`config.mk`:
```
export PLATFORM = sky130hd
export DESIGN_NAME = ahbl_cmd_master
export DESIGN_NICKNAME = d
export VERILOG_FILES = /design/src/rtl/ahbl_pkg.sv /design/src/rtl/ahbl_rsp_fifo.sv /design/src/rtl/ahbl_cmd_master.sv
export SDC_FILE = /design/constraint.sdc
export NUM_CORES = 1
export LEC_CHECK = 0
export BUFFER_PORTS_ARGS = -buffer_cell sky130_fd_sc_hd__buf_2
export CORE_ASPECT_RATIO = 0.8
export CORE_MARGIN = 2
export CORE_UTILIZATION = 50
export DETAILED_ROUTE_END_ITERATION = 10
export PLACE_DENSITY = 0.73
export SYNTH_ARGS = -nofsm -noshare
export SYNTH_HDL_FRONTEND = slang
export SYNTH_SLANG_ARGS = --single-unit
export TNS_END_PERCENT = 50
```
`constraint.sdc`:
```
create_clock -name HCLK -period 2.7 [get_ports HCLK]
set_input_delay 0.405 -clock HCLK [delete_from_list [all_inputs] [get_ports HCLK]]
set_output_delay 0.405 -clock HCLK [all_outputs]
set_load 0.05 [all_outputs]
```
`src/rtl/ahbl_pkg.sv`:
```
// ahbl_pkg: shared AHB-Lite encodings and the response record used by the
// command master and its response FIFO.
//   HTRANS_*        transfer type encodings (only IDLE and NONSEQ are issued)
//   HSIZE_*         transfer size encodings
//   HBURST_SINGLE   burst encoding for single transfers
//   HPROT_DATA_PRIV protection attributes driven on every transfer
//   ahbl_rsp_t      one response: read data plus error flag
package ahbl_pkg;

  localparam int DATA_W = 32;

  localparam logic [1:0] HTRANS_IDLE   = 2'b00;
  localparam logic [1:0] HTRANS_NONSEQ = 2'b10;

  localparam logic [2:0] HSIZE_BYTE = 3'b000;
  localparam logic [2:0] HSIZE_HALF = 3'b001;
  localparam logic [2:0] HSIZE_WORD = 3'b010;

  localparam logic [2:0] HBURST_SINGLE   = 3'b000;
  localparam logic [3:0] HPROT_DATA_PRIV = 4'b0011;

  typedef struct packed {
    logic [DATA_W-1:0] rdata;
    logic              err;
  } ahbl_rsp_t;

endpackage

```
`src/rtl/ahbl_rsp_fifo.sv`:
```
// ahbl_rsp_fifo: synchronous response FIFO with a registered head entry.
// A push into an empty FIFO shows up on valid_o/data_o the following cycle
// (no fall-through). Push and pop may occur in the same cycle.
//   clk, rst     clock, synchronous active-high reset
//   push_i       write push_data_i (caller guarantees the FIFO is not full)
//   push_data_i  response record to store
//   pop_i        consume the head entry (ignored when empty)
//   valid_o      head entry is valid
//   data_o       head entry (registered)
//   count_o      current occupancy, 0..DEPTH
module ahbl_rsp_fifo
  import ahbl_pkg::*;
#(
  parameter int DEPTH = 2,
  localparam int CW = $clog2(DEPTH + 1)
) (
  input  logic          clk,
  input  logic          rst,
  input  logic          push_i,
  input  ahbl_rsp_t     push_data_i,
  input  logic          pop_i,
  output logic          valid_o,
  output ahbl_rsp_t     data_o,
  output logic [CW-1:0] count_o
);

  localparam int PW = (DEPTH > 1) ? $clog2(DEPTH) : 1;

  ahbl_rsp_t     mem_q [DEPTH];
  logic [PW-1:0] wr_ptr_q, wr_ptr_d;
  logic [PW-1:0] rd_ptr_q, rd_ptr_d;
  logic [CW-1:0] count_q, count_d;
  ahbl_rsp_t     head_q, head_d;
  logic          do_pop;

  // Pointers wrap modulo DEPTH, which need not be a power of two.
  function automatic logic [PW-1:0] ptr_inc(input logic [PW-1:0] p);
    if (p == PW'(DEPTH - 1)) return '0;
    return p + PW'(1);
  endfunction

  assign do_pop = pop_i & (count_q != '0);

  always_comb begin
    count_d  = count_q + CW'(push_i) - CW'(do_pop);
    wr_ptr_d = push_i ? ptr_inc(wr_ptr_q) : wr_ptr_q;
    rd_ptr_d = do_pop ? ptr_inc(rd_ptr_q) : rd_ptr_q;
    head_d   = head_q;
    // When the FIFO is (or becomes) empty, the entry pushed now is the new
    // head; the memory copy is not written yet, so bypass it.
    if (push_i && (count_q == CW'(do_pop))) begin
      head_d = push_data_i;
    end else if (do_pop) begin
      head_d = mem_q[rd_ptr_d];
    end
  end

  always_ff @(posedge clk) begin
    if (push_i) begin
      mem_q[wr_ptr_q] <= push_data_i;
    end
  end

  always_ff @(posedge clk) begin
    if (rst) begin
      count_q  <= '0;
      wr_ptr_q <= '0;
      rd_ptr_q <= '0;
      head_q   <= '0;
    end else begin
      count_q  <= count_d;
      wr_ptr_q <= wr_ptr_d;
      rd_ptr_q <= rd_ptr_d;
      head_q   <= head_d;
    end
  end

  assign valid_o = (count_q != '0);
  assign data_o  = head_q;
  assign count_o = count_q;

endmodule

```
`src/rtl/ahbl_cmd_master.sv`:
```
// ahbl_cmd_master: converts a valid/ready command stream into pipelined
// single AHB-Lite transfers and returns one in-order response per command.
//   HCLK, HRESET                       clock, synchronous active-high reset
//   cmd_valid/ready/addr/write/size/wdata   command stream in
//   rsp_valid/ready/rdata/err          response stream out (buffered)
//   HADDR/HTRANS/HWRITE/HSIZE/HBURST/HPROT/HMASTLOCK/HWDATA   bus outputs
//   HREADY/HRESP/HRDATA                bus inputs
// Address phase (A) and data phase (D) registers overlap so back-to-back
// commands run at one per cycle. Commands in A, in D and waiting in the
// response FIFO all count against RSP_DEPTH, which guarantees every
// completing transfer has a FIFO slot.
module ahbl_cmd_master
  import ahbl_pkg::*;
#(
  parameter int RSP_DEPTH = 2
) (
  input  logic        HCLK,
  input  logic        HRESET,
  input  logic        cmd_valid,
  output logic        cmd_ready,
  input  logic [31:0] cmd_addr,
  input  logic        cmd_write,
  input  logic [2:0]  cmd_size,
  input  logic [31:0] cmd_wdata,
  output logic        rsp_valid,
  input  logic        rsp_ready,
  output logic [31:0] rsp_rdata,
  output logic        rsp_err,
  output logic [31:0] HADDR,
  output logic [1:0]  HTRANS,
  output logic        HWRITE,
  output logic [2:0]  HSIZE,
  output logic [2:0]  HBURST,
  output logic [3:0]  HPROT,
  output logic        HMASTLOCK,
  output logic [31:0] HWDATA,
  input  logic        HREADY,
  input  logic        HRESP,
  input  logic [31:0] HRDATA
);

  localparam int CW = $clog2(RSP_DEPTH + 1);
  localparam logic [CW:0] CAP = (CW + 1)'(RSP_DEPTH);

  logic        a_vld_q, a_vld_d;
  logic [31:0] a_addr_q, a_addr_d;
  logic        a_write_q, a_write_d;
  logic [2:0]  a_size_q, a_size_d;
  logic [31:0] a_wdata_q, a_wdata_d;

  logic        d_vld_q, d_vld_d;
  logic        d_write_q, d_write_d;
  logic [31:0] d_wdata_q, d_wdata_d;

  logic [CW-1:0] fifo_cnt;
  logic [CW:0]   inflight;
  logic          cmd_acc, a_adv, d_done;
  ahbl_rsp_t     push_rsp, head_rsp;

  assign inflight  = (CW + 1)'(fifo_cnt) + (CW + 1)'(a_vld_q) + (CW + 1)'(d_vld_q);
  assign cmd_ready = (inflight < CAP) & (~a_vld_q | HREADY);
  assign cmd_acc   = cmd_valid & cmd_ready;
  assign a_adv     = a_vld_q & HREADY;
  assign d_done    = d_vld_q & HREADY;

  // Stage A: address phase. Address/control hold their last value when A
  // is empty so the bus does not toggle on idle cycles.
  always_comb begin
    a_vld_d   = a_vld_q;
    a_addr_d  = a_addr_q;
    a_write_d = a_write_q;
    a_size_d  = a_size_q;
    a_wdata_d = a_wdata_q;
    if (cmd_acc) begin
      a_vld_d   = 1'b1;
      a_addr_d  = cmd_addr;
      a_write_d = cmd_write;
      a_size_d  = cmd_size;
      a_wdata_d = cmd_wdata;
    end else if (a_adv) begin
      a_vld_d = 1'b0;
    end
  end

  // Stage D: data phase. HWDATA stays on the bus until HREADY completes it.
  always_comb begin
    d_vld_d   = d_vld_q;
    d_write_d = d_write_q;
    d_wdata_d = d_wdata_q;
    if (a_adv) begin
      d_vld_d   = 1'b1;
      d_write_d = a_write_q;
      d_wdata_d = a_wdata_q;
    end else if (d_done) begin
      d_vld_d = 1'b0;
    end
  end

  always_ff @(posedge HCLK) begin
    if (HRESET) begin
      a_vld_q   <= 1'b0;
      a_addr_q  <= '0;
      a_write_q <= 1'b0;
      a_size_q  <= '0;
      a_wdata_q <= '0;
      d_vld_q   <= 1'b0;
      d_write_q <= 1'b0;
      d_wdata_q <= '0;
    end else begin
      a_vld_q   <= a_vld_d;
      a_addr_q  <= a_addr_d;
      a_write_q <= a_write_d;
      a_size_q  <= a_size_d;
      a_wdata_q <= a_wdata_d;
      d_vld_q   <= d_vld_d;
      d_write_q <= d_write_d;
      d_wdata_q <= d_wdata_d;
    end
  end

  // Response capture: writes report zero data regardless of HRDATA.
  always_comb begin
    push_rsp.rdata = d_write_q ? '0 : HRDATA;
    push_rsp.err   = HRESP;
  end

  ahbl_rsp_fifo #(
    .DEPTH (RSP_DEPTH)
  ) u_rsp_fifo (
    .clk         (HCLK),
    .rst         (HRESET),
    .push_i      (d_done),
    .push_data_i (push_rsp),
    .pop_i       (rsp_ready),
    .valid_o     (rsp_valid),
    .data_o      (head_rsp),
    .count_o     (fifo_cnt)
  );

  assign rsp_rdata = head_rsp.rdata;
  assign rsp_err   = head_rsp.err;

  assign HTRANS    = a_vld_q ? HTRANS_NONSEQ : HTRANS_IDLE;
  assign HADDR     = a_addr_q;
  assign HWRITE    = a_write_q;
  assign HSIZE     = a_size_q;
  assign HWDATA    = d_wdata_q;
  assign HBURST    = HBURST_SINGLE;
  assign HPROT     = HPROT_DATA_PRIV;
  assign HMASTLOCK = 1'b0;

endmodule

```
==> reports/qor.txt, run 1 <==
Root buf cell: clkbuf_16
Max Cap Viol: 0
Met1 Usage GRT: 25.81%
Min-Delay Path Class: in -> reg
Antenna violations before repair: 0
WL final: 17310 um
Area growth syn-to-layout: 22.19%
Leak: 4.254 nW
Max-Slew Margin vs Limit: 57.44%
Worst Path Required: 2.30 ns
Dpl ws: 0.7227 ns
Num rows: 42
Min Tclk post-route: 2.259 ns
Pin count of the biggest net entering global routing: 110
Ys flop type: dfxtp_1
Busiest grt layer: met2
Crit path launch: d_vld_q
Final Setup Violations: 0
Reg-to-reg slack, setup: 0.73 ns
Routed Antenna Nets: 0
Die width: 149.5 um
Share of layout cells above drive strength 1: 30.51%
Final hold violations: 0
CTS HTree Levels: 1
Router iterations before antenna repair: 4
CTS tree: done
Avg Inst Size Synth: 11.49 um^2
Fmax: 442.7 MHz
Commonest cells in the netlist: dfxtp_1, nand2b_1, mux2i_1
Synthesized cell area: 8471 um^2
Die Y: 120.4 um
Worst setup EP type: output port
Largest cells by area after synthesis: dfxtp_1, edfxtp_1, mux2i_1, nand2b_1, mux2_2
Cts repair resizes: 0
Final worst slack: 0.4410 ns
Finished layout cell area: 10350 um^2
Worst-Skew Late Latency: 0.49 ns
Sequential cell area: 4785 um^2
CP Class: reg -> out
Clk slew on worst S/H paths: 0.06 ns
# IOs: 219
Global-route wire length before repair: 28040 um
Setup TNS: 0 ns
Gr usage total: 19.13%
Routed len/inst: 14.87 um
Setup Skew: 0.01464 ns
CP Launch Type: flip-flop
Final Wtd Congestion: 0.7690
Vias per cell: 4.887
Max Slew Vio Count: 0
Max stage delay on crit path: 0.39 ns
Depth of the worst register-to-register path: 5
DR vias: 5689
Multi-input logic area: 3393 um^2
CTS sink cnt: 206
HPWL Detailed: 10980 um
Bufs on Longest Clock Path: 3
Remaining DRCs: 0
Crit-path slowest cell: dfxtp_1
Yosys cell types: 29
Synth area leader: dfxtp_1
Crit-path cells: ha_1, nand2b_1, a211oi_1, buf_2
Critical R2R Launch: d_vld_q
Worst slew pin tran: 0.6385 ns
Post-CTS Hold Buffers: 0
Vias in the first global route: 5581
Ys async rst share: 0%
Antenna Cells: 0
Post-layout net count: 1037
Total power draw: 8.868 mW
Seq cells post-synth: 206
Top cell type's share of synthesized area: 33.09%
VDD IR max: 0.0004775 V
Unrepaired setup endpoints after global routing: false
DR iter-0 viols: 275
EDFF count, synth: 66
Crit-path max FO: 5
TritonCTS buffer count: 22
Run status: complete, no violations
Met3 Use GR: 3.887%
Sequential area share after synthesis: 56.48%
Initial core utilization: 51.17%
Worst Path Arrival: 1.85 ns
Global route overflow: 0
Worst R2R End: HADDR[0]
Die ar.: 18000 um^2
Most frequent cell after synthesis: dfxtp_1
Placed inst area: 9652 um^2
Yosys Warn Count: 0
CP endpoint: cmd_ready
PD cells: 856.8 nW/um^2
Core area: 16550 um^2
Fill count: 1395
Fin crit share: 83.67%
Post-CTS Setup Inserts: 0
Met2 usage: 31.54%
Port Buf Inserts: 209
Cell count after synthesis: 737
routing by layer:
| layer | part of all wire [%] | vias to the layer above | wire length (um) |
|---|---|---|---|
| li1 | - | 2875 | - |
| met1 | 47 | 2655 | 8204 |
| met2 | 46 | 128 | 7886 |
| met3 | 4.9 | 31 | 854 |
| met4 | 2.1 | 0 | 361 |
| met5 | 0 | - | 0 |
stage by stage:
step                      util (%)  hold slack (ns)  cells
after floorplan                  -           0.4324    744
final                        62.52           0.1235   1164
after detailed placement     58.31           0.4434   1124
after global placement       58.31           0.4384   1124
after global routing         62.52           0.1081   1164
after CTS                    62.52           0.1055   1164
worst min-delay path by stage:
stage | slack (ns) | start | end | cells after the start
CTS | 0.11 | HRESP | u_rsp_fifo.mem_q[0][0] | 1
global placement | 0.44 | a_wdata_q[6] | HWDATA[6] | 2
detailed placement | 0.44 | a_wdata_q[2] | HWDATA[2] | 2
global route | 0.11 | HRESP | u_rsp_fifo.mem_q[0][0] | 1
floorplan | 0.43 | a_wdata_q[0] | HWDATA[0] | 2
finish | 0.12 | HRESP | u_rsp_fifo.mem_q[0][0] | 1
sequential cells by signal, indices dropped and copies added, names as in the netlist, 2 cells and up:
name,count
u_rsp_fifo.count_o,2
HADDR,32
a_wdata_q,32
HSIZE,3
u_rsp_fifo.mem_q,66
u_rsp_fifo.data_o,33
HWDATA,32
report_power, final:
| group | internal (mW) | total (mW) | switching, mW |
|---|---|---|---|
| combinational | 0.800 | 2.30 | 1.50 |
| clock | 1.76 | 2.91 | 1.15 |
| sequential | 3.50 | 3.65 | 0.156 |
| total | 6.06 | 8.87 | 2.81 |
cells by family (layout without fill, tap and decap cells):
| group | after synthesis | in the layout | synth area share, % |
|---|---|---|---|
| DFF | 206 | 206 | 56.48 |
| buffers and inverters | 66 | 266 | 3.988 |
| xor gates and xnor gates | 3 | 3 | 0.3102 |
| muxes | 134 | 134 | 16.32 |
| adders and majority gates | 3 | 3 | 0.4432 |
| other | 2 | 9 | 0.08866 |
| AOI/OAI and AO/OA | 71 | 71 | 5.894 |
| and+or+nand+nor | 252 | 252 | 16.47 |
critical path, delay by kind of cell (launching register included):
kind	cells	cell delay, ns
AO/OA/AOI/OAI	1	0.24
AND/OR/NAND/NOR	1	0.19
adder cells (fa/ha/maj)	1	0.25
buffers and inverters	1	0.31
flip-flops	1	0.39
cell usage in the layout, fill, tap and decap left out:
master and instances:
buf_2 208, dfxtp_1 140, nand2b_1 139, mux2i_1 101, nand2_1 68, edfxtp_1 66
nor2b_1 34, a21oi_1 34, mux2_2 33, o2bb2ai_1 33, clkbuf_16 23, clkbuf_1 11
buf_4 11, conb_1 9, inv_1 4, nor2_1 3, ha_1 3, buf_12 3
nor2_2 2, and2_1 2, xor2_1 2, bufinv_16 2, clkinv_1 2, o21a_2 1
a211oi_1 1, or2_2 1, and3_1 1, a2111oi_4 1, nand4b_1 1, o21ba_2 1
nor3_1 1, xnor2_1 1, clkinv_2 1, clkinv_4 1
layout make-up:
class                      count  area share, %
tap                          220          2.660
clock inverter                 6         0.7858
sequential                   206          46.23
multi-input combinational    472          32.79
clock buffer                  34          5.960
inverter                       4         0.1451
timing repair buffer         222          11.44
Note: power is estimated with default switching activity, not from simulation.
==> run 2, diff against run 1 <==
--- a/config.mk
+++ b/config.mk
@@ -8,7 +8,7 @@
 export BUFFER_PORTS_ARGS = -buffer_cell sky130_fd_sc_hd__buf_2
 export CORE_ASPECT_RATIO = 0.8
 export CORE_MARGIN = 2
-export CORE_UTILIZATION = 50
+export CORE_UTILIZATION = 48
 export DETAILED_ROUTE_END_ITERATION = 10
 export PLACE_DENSITY = 0.73
 export SYNTH_ARGS = -nofsm -noshare
==> constraint.sdc (replaced) <==
create_clock -name HCLK -period 1.97 [get_ports HCLK]
set_input_delay 0.2955 -clock HCLK [delete_from_list [all_inputs] [get_ports HCLK]]
set_output_delay 0.2955 -clock HCLK [all_outputs]
set_load 0.05 [all_outputs]
==> reports/qor.txt, run 2 (synthesized netlist as in run 1, its figures left out) <==
Run status: complete, no violations
Max FFs per register: 66 (unchanged)
Crit-path max FO: 2 (-3)
Critical R2R Launch: u_rsp_fifo.count_o[0]
Antenna Cells: 0 (unchanged)
Antenna violations before repair: 0 (unchanged)
TritonCTS buffer count: 21 (-4.5%)
WL final: 17540 um (+1.4%)
CTS HTree Levels: 1 (unchanged)
Vias per cell: 4.869 (-0.38%)
Pin count of the biggest net entering global routing: 93 (-15%)
Fill count: 1442 (+3.4%)
Commonest non-fill, non-tap cell in the layout: buf_2
Share of layout cells above drive strength 1: 32.59% (+2.1 points)
Register bank with the most flops: u_rsp_fifo.mem_q
Leak: 4.341 nW (+2.0%)
Gr usage total: 18.38% (-0.74 points)
Die width: 152.5 um (+2.0%)
DR iter-0 viols: 223 (-19%)
Initial core utilization: 48.89% (-2.3 points)
Routed Antenna Nets: 0 (unchanged)
DR vias: 5711 (+0.39%)
Worst R2R End: HADDR[26]
CP Launch Type: flip-flop
# IOs: 219 (unchanged)
Worst-Skew Late Latency: 0.48 ns (about the same)
Sequential cell area: 4790 um^2 (+0.10%)
VDD IR max: 0.0007460 V (+56%)
Max Cap Viol: 0 (unchanged)
Crit path launch: u_rsp_fifo.count_o[0]
Core area: 17320 um^2 (+4.7%)
CP Class: reg -> out
Worst Path Required: 1.67 ns (-0.63 ns)
Post-layout net count: 1043 (+0.58%)
Worst slew pin tran: 0.6305 ns (-0.008007 ns)
Routed len/inst: 14.95 um (+0.59%)
Fmax: 516.0 MHz
CTS sink cnt: 206 (unchanged)
Placed inst area: 9778 um^2 (+1.3%)
Num rows: 43 (+2.4%)
Bufs on Longest Clock Path: 3 (unchanged)
Clk slew on worst S/H paths: 0.06 ns (about the same)
Global-route wire length before repair: 28120 um (+0.27%)
Final hold violations: 0 (unchanged)
Setup Skew: 0.007180 ns (-0.007458 ns)
Global route overflow: 0 (unchanged)
Max Slew Vio Count: 0 (unchanged)
Worst Path Arrival: 1.64 ns (-0.21 ns)
Area growth syn-to-layout: 24.52%
Non-Filler Instances: 1173 (+0.77%)
Finished layout cell area: 10550 um^2 (+1.9%)
Min-Delay Path Class: in -> reg
Min Tclk post-route: 1.938 ns
Unrepaired setup endpoints after global routing: true
Depth of the worst register-to-register path: 5 (unchanged)
Most frequent cells in the layout: buf_2, dfxtp_1, nand2b_1, mux2i_1, nand2_1
Vias in the first global route: 5626 (+0.81%)
Router iterations before antenna repair: 4 (unchanged)
CTS tree: done
Die ar.: 18730 um^2 (+4.0%)
Port Buf Inserts: 209 (unchanged)
Multi-input logic area: 3418 um^2 (+0.74%)
Die Y: 122.8 um (+2.0%)
Reg-to-reg slack, setup: 0.09 ns (-0.64 ns)
CP endpoint: cmd_ready
Worst setup EP type: output port
Final Setup Violations: 0 (unchanged)
Placed insts: 1135 (+0.98%)
PD cells: 1176 nW/um^2 (+37%)
Fin crit share: 98.37%
Root buf cell: clkbuf_16
Max-Slew Margin vs Limit: 57.97% (+0.53 points)
Final Wtd Congestion: 0.7734 (+0.57%)
Remaining DRCs: 0 (unchanged)
HPWL Detailed: 11270 um (+2.6%)
==> run 2: changes by cell type in the layout (fill, tap and decap cells not counted), moves of 2 or more <==
cell and delta:
clkbuf_1 -10, dfxtp_1 -2, clkinv_1 -2, clkbuf_16 -2, buf_12 +6, clkinv_2 +5, clkbuf_8 +5
==> run 2: repair_timing <==
action,in CTS,in global routing
pin swaps,1,2
buffers inserted,0,1
hold buffers,0,0
gates resized for setup,5,3
setup endpoints to repair,1,33
==> run 2: critical path, stage by stage (launching register included) <==
cell      delay (ns)
dfxtp_4         0.35
ha_4            0.23
nand2b_4        0.15
a211oi_2        0.23
buf_6           0.19
==> run 2: final cells by class <==
| class | count | share of cell area, % |
|---|---|---|
| Clock buffer | 27 | 5.670 |
| Clock inverter | 10 | 1.210 |
| Inverter | 4 | 0.1423 |
| Multi-Input combinational cell | 472 | 32.41 |
| Sequential cell | 206 | 45.41 |
| Tap cell | 225 | 2.669 |
| Timing Repair Buffer | 229 | 12.49 |
==> run 2: worst min path at each step <==
| stage | startpoint | endpoint | cells after the start |
|---|---|---|---|
| global placement | a_wdata_q[10] | HWDATA[10] | 2 |
| CTS | HRESP | u_rsp_fifo.mem_q[0][0] | 1 |
| detailed placement | a_wdata_q[16] | HWDATA[16] | 2 |
| floorplan | HRESP | u_rsp_fifo.mem_q[0][0] | 0 |
| global route | HRESP | u_rsp_fifo.mem_q[1][0] | 1 |
| finish | HRESP | u_rsp_fifo.mem_q[0][0] | 1 |
==> run 2: per-stage QoR <==
stage                     hold WS [ns]  util [%]  TNS (ns)  worst slack, ns  total power [mW]
after floorplan                 0.3944         -    -2.429          -0.3031             7.609
after global placement          0.4371     56.44         0          0.07004             8.333
after detailed placement        0.4441     56.44         0          0.03203             8.366
after CTS                      0.01080     60.75         0          0.01697             12.52
after global routing           0.02177     60.88  -0.04327         -0.04326             12.93
final                          0.03141     60.88         0          0.03213             12.41
==> run 2: where the power goes <==
group / total, mW / switching (mW) / leakage (nW) / internal [mW]
registers: 5.01 / 0.209 / 1.74 / 4.80
clock network: 4.09 / 1.56 / 0.362 / 2.53
logic: 3.31 / 2.10 / 2.24 / 1.20
==> run 2: layer usage <==
layer / global-route usage [%] / wire length, um / up-vias
met1: 24.67 / 7969 / 2669
met2: 31.00 / 8269 / 136
met5: 0 / 0 / -
met3: 3.284 / 907 / 31
li1: - / - / 2875
met4: 5.093 / 395 / 0
